`src/rtl/spi_master_gen.sv`:
```
// SPI master: one transaction of 1..SPI_MAXLEN bits, MSB-first, SPI modes 0-3, one-hot active-low chip selects.
// Define SPI_LOOPBACK_EN to add a loopback input that feeds internal MOSI back into the receive sampler.
module spi_master_gen #(
   parameter int SPI_MAXLEN = 32,
   parameter int NUM_CS     = 4,
   parameter int DIV_W      = 16
) (
   input  logic                          clk,
   input  logic                          sresetn,
   input  logic                          start_cmd,
   output logic                          spi_drv_rdy,
   output logic                          done,
   input  logic [$clog2(SPI_MAXLEN):0]   n_clks,
   input  logic [$clog2(NUM_CS)-1:0]     cs_sel,
   input  logic                          cpol,
   input  logic                          cpha,
   input  logic [DIV_W-1:0]              clk_div,
   input  logic [SPI_MAXLEN-1:0]         tx_data,
   output logic [SPI_MAXLEN-1:0]         rx_data,
   output logic [NUM_CS-1:0]             SS_N,
   output logic                          SCLK,
   output logic                          MOSI,
`ifdef SPI_LOOPBACK_EN
   input  logic                          loopback,
`endif
   input  logic                          MISO
);
   localparam int NW = $clog2(SPI_MAXLEN) + 1;
   localparam int CW = $clog2(NUM_CS);
   localparam int EW = NW + 1;

   typedef enum logic [1:0] {S_IDLE, S_LEAD, S_XFER, S_TRAIL} state_t;

   state_t                r_state;
   logic [NW-1:0]         r_n;
   logic                  r_cpha;
   logic [DIV_W-1:0]      r_div;
   logic [DIV_W-1:0]      r_cnt;
   logic [EW-1:0]         r_edge;
   logic [SPI_MAXLEN-1:0] r_tx;
   logic [SPI_MAXLEN-1:0] r_rx;
   logic [NUM_CS-1:0]     r_ss_n;
   logic                  r_sclk;
   logic                  r_mosi;
   logic                  r_rdy;
   logic                  r_done;

   logic                  w_valid;
   logic [DIV_W-1:0]      w_div;
   logic [NW-1:0]         w_shamt;
   logic [SPI_MAXLEN-1:0] w_txal;
   logic [EW-1:0]         w_last;
   logic [EW-1:0]         w_k;
   logic                  w_sample;
   logic                  w_miso;

   assign w_valid  = (n_clks != '0) && (n_clks <= NW'(SPI_MAXLEN)) &&
                     ({1'b0, cs_sel} < (CW+1)'(NUM_CS));
   assign w_div    = (clk_div == '0) ? DIV_W'(1) : clk_div;
   // Left-align the word so the next bit to send is always the register MSB.
   assign w_shamt  = NW'(SPI_MAXLEN) - n_clks;
   assign w_txal   = tx_data << w_shamt;
   assign w_last   = {r_n, 1'b0};
   assign w_k      = r_edge + EW'(1);
   // Odd edges are leading edges; cpha selects which parity samples.
   assign w_sample = w_k[0] ^ r_cpha;

`ifdef SPI_LOOPBACK_EN
   assign w_miso = loopback ? r_mosi : MISO;
`else
   assign w_miso = MISO;
`endif

   always_ff @(posedge clk or negedge sresetn) begin
      if (!sresetn) begin
         r_state <= S_IDLE;
         r_n     <= '0;
         r_cpha  <= 1'b0;
         r_div   <= '0;
         r_cnt   <= '0;
         r_edge  <= '0;
         r_tx    <= '0;
         r_rx    <= '0;
         r_ss_n  <= '1;
         r_sclk  <= 1'b0;
         r_mosi  <= 1'b0;
         r_rdy   <= 1'b1;
         r_done  <= 1'b0;
      end else begin
         r_done <= 1'b0;
         case (r_state)
            S_IDLE: begin
               r_sclk <= cpol;
               if (start_cmd && w_valid) begin
                  r_state <= S_LEAD;
                  r_n     <= n_clks;
                  r_cpha  <= cpha;
                  r_div   <= w_div;
                  r_cnt   <= w_div - DIV_W'(1);
                  r_edge  <= '0;
                  r_rx    <= '0;
                  r_ss_n  <= ~(NUM_CS'(1) << cs_sel);
                  r_rdy   <= 1'b0;
                  if (cpha) begin
                     r_mosi <= 1'b0;
                     r_tx   <= w_txal;
                  end else begin
                     r_mosi <= w_txal[SPI_MAXLEN-1];
                     r_tx   <= w_txal << 1;
                  end
               end
            end
            S_LEAD, S_XFER: begin
               if (r_cnt != '0) begin
                  r_cnt <= r_cnt - DIV_W'(1);
               end else if (r_state == S_XFER && r_edge == w_last) begin
                  r_state <= S_TRAIL;
                  r_cnt   <= r_div - DIV_W'(1);
               end else begin
                  r_state <= S_XFER;
                  r_cnt   <= r_div - DIV_W'(1);
                  r_sclk  <= ~r_sclk;
                  r_edge  <= w_k;
                  if (w_sample) begin
                     r_rx <= {r_rx[SPI_MAXLEN-2:0], w_miso};
                  end else if (w_k != w_last) begin
                     r_mosi <= r_tx[SPI_MAXLEN-1];
                     r_tx   <= r_tx << 1;
                  end
               end
            end
            S_TRAIL: begin
               if (r_cnt != '0) begin
                  r_cnt <= r_cnt - DIV_W'(1);
               end else begin
                  r_state <= S_IDLE;
                  r_ss_n  <= '1;
                  r_mosi  <= 1'b0;
                  r_rdy   <= 1'b1;
                  r_done  <= 1'b1;
               end
            end
            default: r_state <= S_IDLE;
         endcase
      end
   end

   assign spi_drv_rdy = r_rdy;
   assign done        = r_done;
   assign rx_data     = r_rx;
   assign SS_N        = r_ss_n;
   assign SCLK        = r_sclk;
   assign MOSI        = r_mosi;

endmodule
```
`config.mk`:
```
export PLATFORM = sky130hd
export DESIGN_NAME = spi_master_gen
export DESIGN_NICKNAME = d
export VERILOG_FILES = /design/src/rtl/spi_master_gen.sv
export SDC_FILE = /design/constraint.sdc
export NUM_CORES = 1
export LEC_CHECK = 0
export CELL_PAD_IN_SITES_DETAIL_PLACEMENT = 1
export CELL_PAD_IN_SITES_GLOBAL_PLACEMENT = 2
export CORE_ASPECT_RATIO = 1.5
export CORE_MARGIN = 2
export CORE_UTILIZATION = 30
export CTS_CLUSTER_DIAMETER = 50
export DETAILED_ROUTE_END_ITERATION = 10
export GPL_TIMING_DRIVEN = 0
export PLACE_DENSITY = 0.75
export REMOVE_ABC_BUFFERS = 1
export SLEW_MARGIN = 20
export SYNTH_ARGS = -nofsm -noshare
export SYNTH_HDL_FRONTEND = slang
export SYNTH_SLANG_ARGS = --single-unit
```
`constraint.sdc`:
```
create_clock -name clk -period 2.6 [get_ports clk]
set_input_delay 0.52 -clock clk [delete_from_list [all_inputs] [get_ports clk]]
set_output_delay 0.52 -clock clk [all_outputs]
set_load 0.005 [all_outputs]
```
==> results.md <==
- Final Hold Fails: 0
- Crit-path max FO: 4
- DP Area: 0.009848 sq mm
- Num CTS Buffers: 17
- Post-Syn Instances: 931
- Critical path depth: 9
- Routed WL: 29520 microns
- Syn Area/Cell: 9.119 sq um
- Crit path arrival time: 3100 ps
- 1st-iter DRT viols: 306
- H-tree depth reported by CTS: 4
- Commonest non-fill, non-tap cell in the layout: dfrtp_1
- Clk_lat worst skew: 440 ps
- Initial Util: 30.46%
- Largest family of logic cells by synthesized area: compound AO/OA/AOI/OAI gates
- Final period util: 106.5%
- Crit-path leading delay family: simple AND/OR/NAND/NOR gates
- DRC: 0
- Final setup viols: 61
- Die H: 210.0 microns
- Pre-CTS setup slack: -2829 ps
- Seq/Total Area, Yosys: 35.45%
- Num rows: 75
- Die width: 141.4 microns
- HPWL after DPL: 19300 microns
- Largest net degree at the start of global routing: 92
- CTS root buffer: clkbuf_16
- Power Density: 468.0 mW/mm^2
- Post-Syn Area: 0.008489 sq mm
- CP Launch Type: flip-flop
- Vias in the first global route: 8451
- Failing checks: setup timing
- Reg clk slew, reported paths: 60 ps
- Async SR Flop Fraction: 100.0%
- Slowest-stage cell, CP: or4_4
- Complex-gate fraction of the synthesized area: 21.15%
- Crit-path cells: or4_4 -> nor3_4 -> nand3_2 -> a221o_4 -> a311oi_4 -> buf_8 -> buf_12 -> buf_12 -> mux2_4
- Clock Sinks: 120
- F_max: 0.3610 GHz
- Total GRT Usage: 20.31%
- Final slew viol count: 0
- Port Buffer Count: 101
- Max_cap viols: 0
- RSZ-0062 raised after global routing: true
- Vias: 7911
- Initial antenna violation count: 0
- Worst VDD drop: 0.4043 mV
- FF-to-FF path depth: 9
- Post-synthesis mux area share: 15.50%
- Cell mode on critical path: buf_12
- Layout area overhead: 40.04%
- Post-Synth XOR/XNOR Area: 4.731%
- CTS tree: done
- Primary FF master, synth: dfrtp_1
- Pre-antenna DRT Iters: 5
- RePlAce Congestion: 0.8702
- Rel. slew slack: 38.39%
- Hold path depth: 2
- Routed length per placed instance: 20.88 microns
- Clock buffer depth: 2
- Routed vias/inst: 5.595
- Routed Antenna Nets: 0
- Antenna cells: 0
- Simple-gate share of the synthesized area: 17.35%
- Layout Skew: 7.342 ps
- Tmin final: 2770 ps
- Crit. End Element: flip-flop
- P_leak: 4.934 nW
- CP required: 2930 ps
- WS Path Type: flip-flop to flip-flop
- Hold Path Class: input pin to flip-flop
- Status: finished, violations left
- Synth unique cells: 69
- Final setup margin: -170.0 ps
- Final layout net count: 1128
- Global-route wire length before repair: 47210 microns
- Setup TNS: -3730 ps
- GR Overflow Total: 0
- Share of layout cells above drive strength 1: 27.43%
- Number of synthesized flops with an enable pin: 0
- Most frequent cells in the layout: dfrtp_1, nand2_1, clkdlybuf4s50_1
- WP buf/inv: 3
- Register bit total from synthesis: 120
- Adder-Cell Fraction of Synth Area: 1.474%
- Core area: 0.02787 sq mm
- Die area: 0.02969 sq mm
- Least-Margin Pin Slew: 916.2 ps
- Max incr delay on CP: 550 ps
- Synth Warn #: 0
- Fin area: 0.01189 sq mm
- I/O pin count: 102
-- flip-flops by register name, indices dropped and copies added (netlist names) --
name / count
SCLK: 1
MOSI: 1
r_tx: 32
rx_data: 32
r_div: 16
r_n: 6
spi_drv_rdy: 1
r_edge: 7
r_cpha: 1
done: 1
r_cnt: 16
SS_N: 4
r_state: 2
-- layer usage --
metal	GRT usage [%]	up-vias	wire, microns
li1	-	3712	-
met1	22.62	3973	11650
met2	37.48	167	16020
met3	2.590	59	763
met4	10.38	0	1082
met5	0	-	0
-- power by group --
| group | internal (mW) | leakage (nW) | total (mW) | switching, mW |
|---|---|---|---|---|
| combinational | 0.485 | 3.14 | 1.05 | 0.566 |
| clock | 1.72 | 0.305 | 2.63 | 0.913 |
| sequential | 1.88 | 1.49 | 1.88 | 0.00705 |
-- synth_stat cells (12+ instances only) --
cell | number | area (sq um)
a211oi_1 | 12 | 90.09
o21ai_0 | 49 | 245.2
nor3_1 | 26 | 130.1
mux2i_1 | 64 | 640.6
nand3_1 | 20 | 100.1
xor2_1 | 26 | 227.7
xnor2_1 | 18 | 157.7
dfrtp_1 | 115 | 2878
a31oi_1 | 15 | 93.84
a22o_1 | 37 | 324.1
a21oi_1 | 37 | 185.2
or3_1 | 12 | 75.07
buf_2 | 16 | 80.08
clkbuf_1 | 44 | 165.2
inv_1 | 16 | 60.06
o211ai_1 | 15 | 112.6
a221oi_1 | 13 | 113.9
nor2_1 | 66 | 247.7
mux2_2 | 44 | 495.5
nand2_1 | 103 | 386.6
nand2b_1 | 12 | 75.07
-- cell type report --
cell class / instances / area (sq um)
Sequential cell: 120 / 3009
Timing Repair Buffer: 173 / 1929
Clock inverter: 12 / 200.2
Timing Repair inverter: 3 / 17.52
Clock buffer: 19 / 442.9
Inverter: 16 / 71.32
Fill cell: 3093 / 15980
Tap cell: 346 / 432.9
Multi-Input combinational cell: 725 / 5786
-- logic make-up after synthesis --
| logic type | Yosys count |
|---|---|
| simple gates | 300 |
| fa+ha+maj | 10 |
| compound gates | 253 |
| mux | 116 |
| buf+inv | 87 |
| flops | 120 |
| xor+xnor | 45 |
-- per-stage QoR --
| step | hold WS (ps) | total power, mW | cells | utilization, % |
|---|---|---|---|---|
| 2_1_floorplan | 224.4 | 2.381 | 860 | - |
| 3_3_place_gp | 476.0 | 2.729 | 1307 | 34.53 |
| 3_5_place_dp | 401.3 | 2.751 | 1316 | 35.34 |
| 4_1_cts | 303.7 | 5.560 | 1403 | 41.28 |
| 5_1_grt | 322.1 | 5.761 | 1414 | 42.66 |
| 6_report | 330.1 | 5.564 | 1414 | 42.66 |
-- path summary, 6_finish.rpt --
path | start | end | slack, ps
max in group asynchronous | sresetn | rx_data[5] | 1330
worst max register to register | r_cnt[7] | r_tx[8] | -170
worst min-delay path | clk_div[11] | r_div[11] | 330
worst min register to register | r_cpha | r_cpha | 500
min in group asynchronous | sresetn | r_n[3] | 520
worst max-delay path | r_cnt[7] | r_tx[8] | -170
-- timing repair --
item                       in CTS  in global routing
gates resized for setup       147                 68
hold buffers                    1                  0
buffers inserted               43                 14
cloned                         12                  0
hold endpoints to repair       29                  0
pin swaps                      26                 22
setup endpoints to repair     118                 80
(Power assumes the default switching activity.)
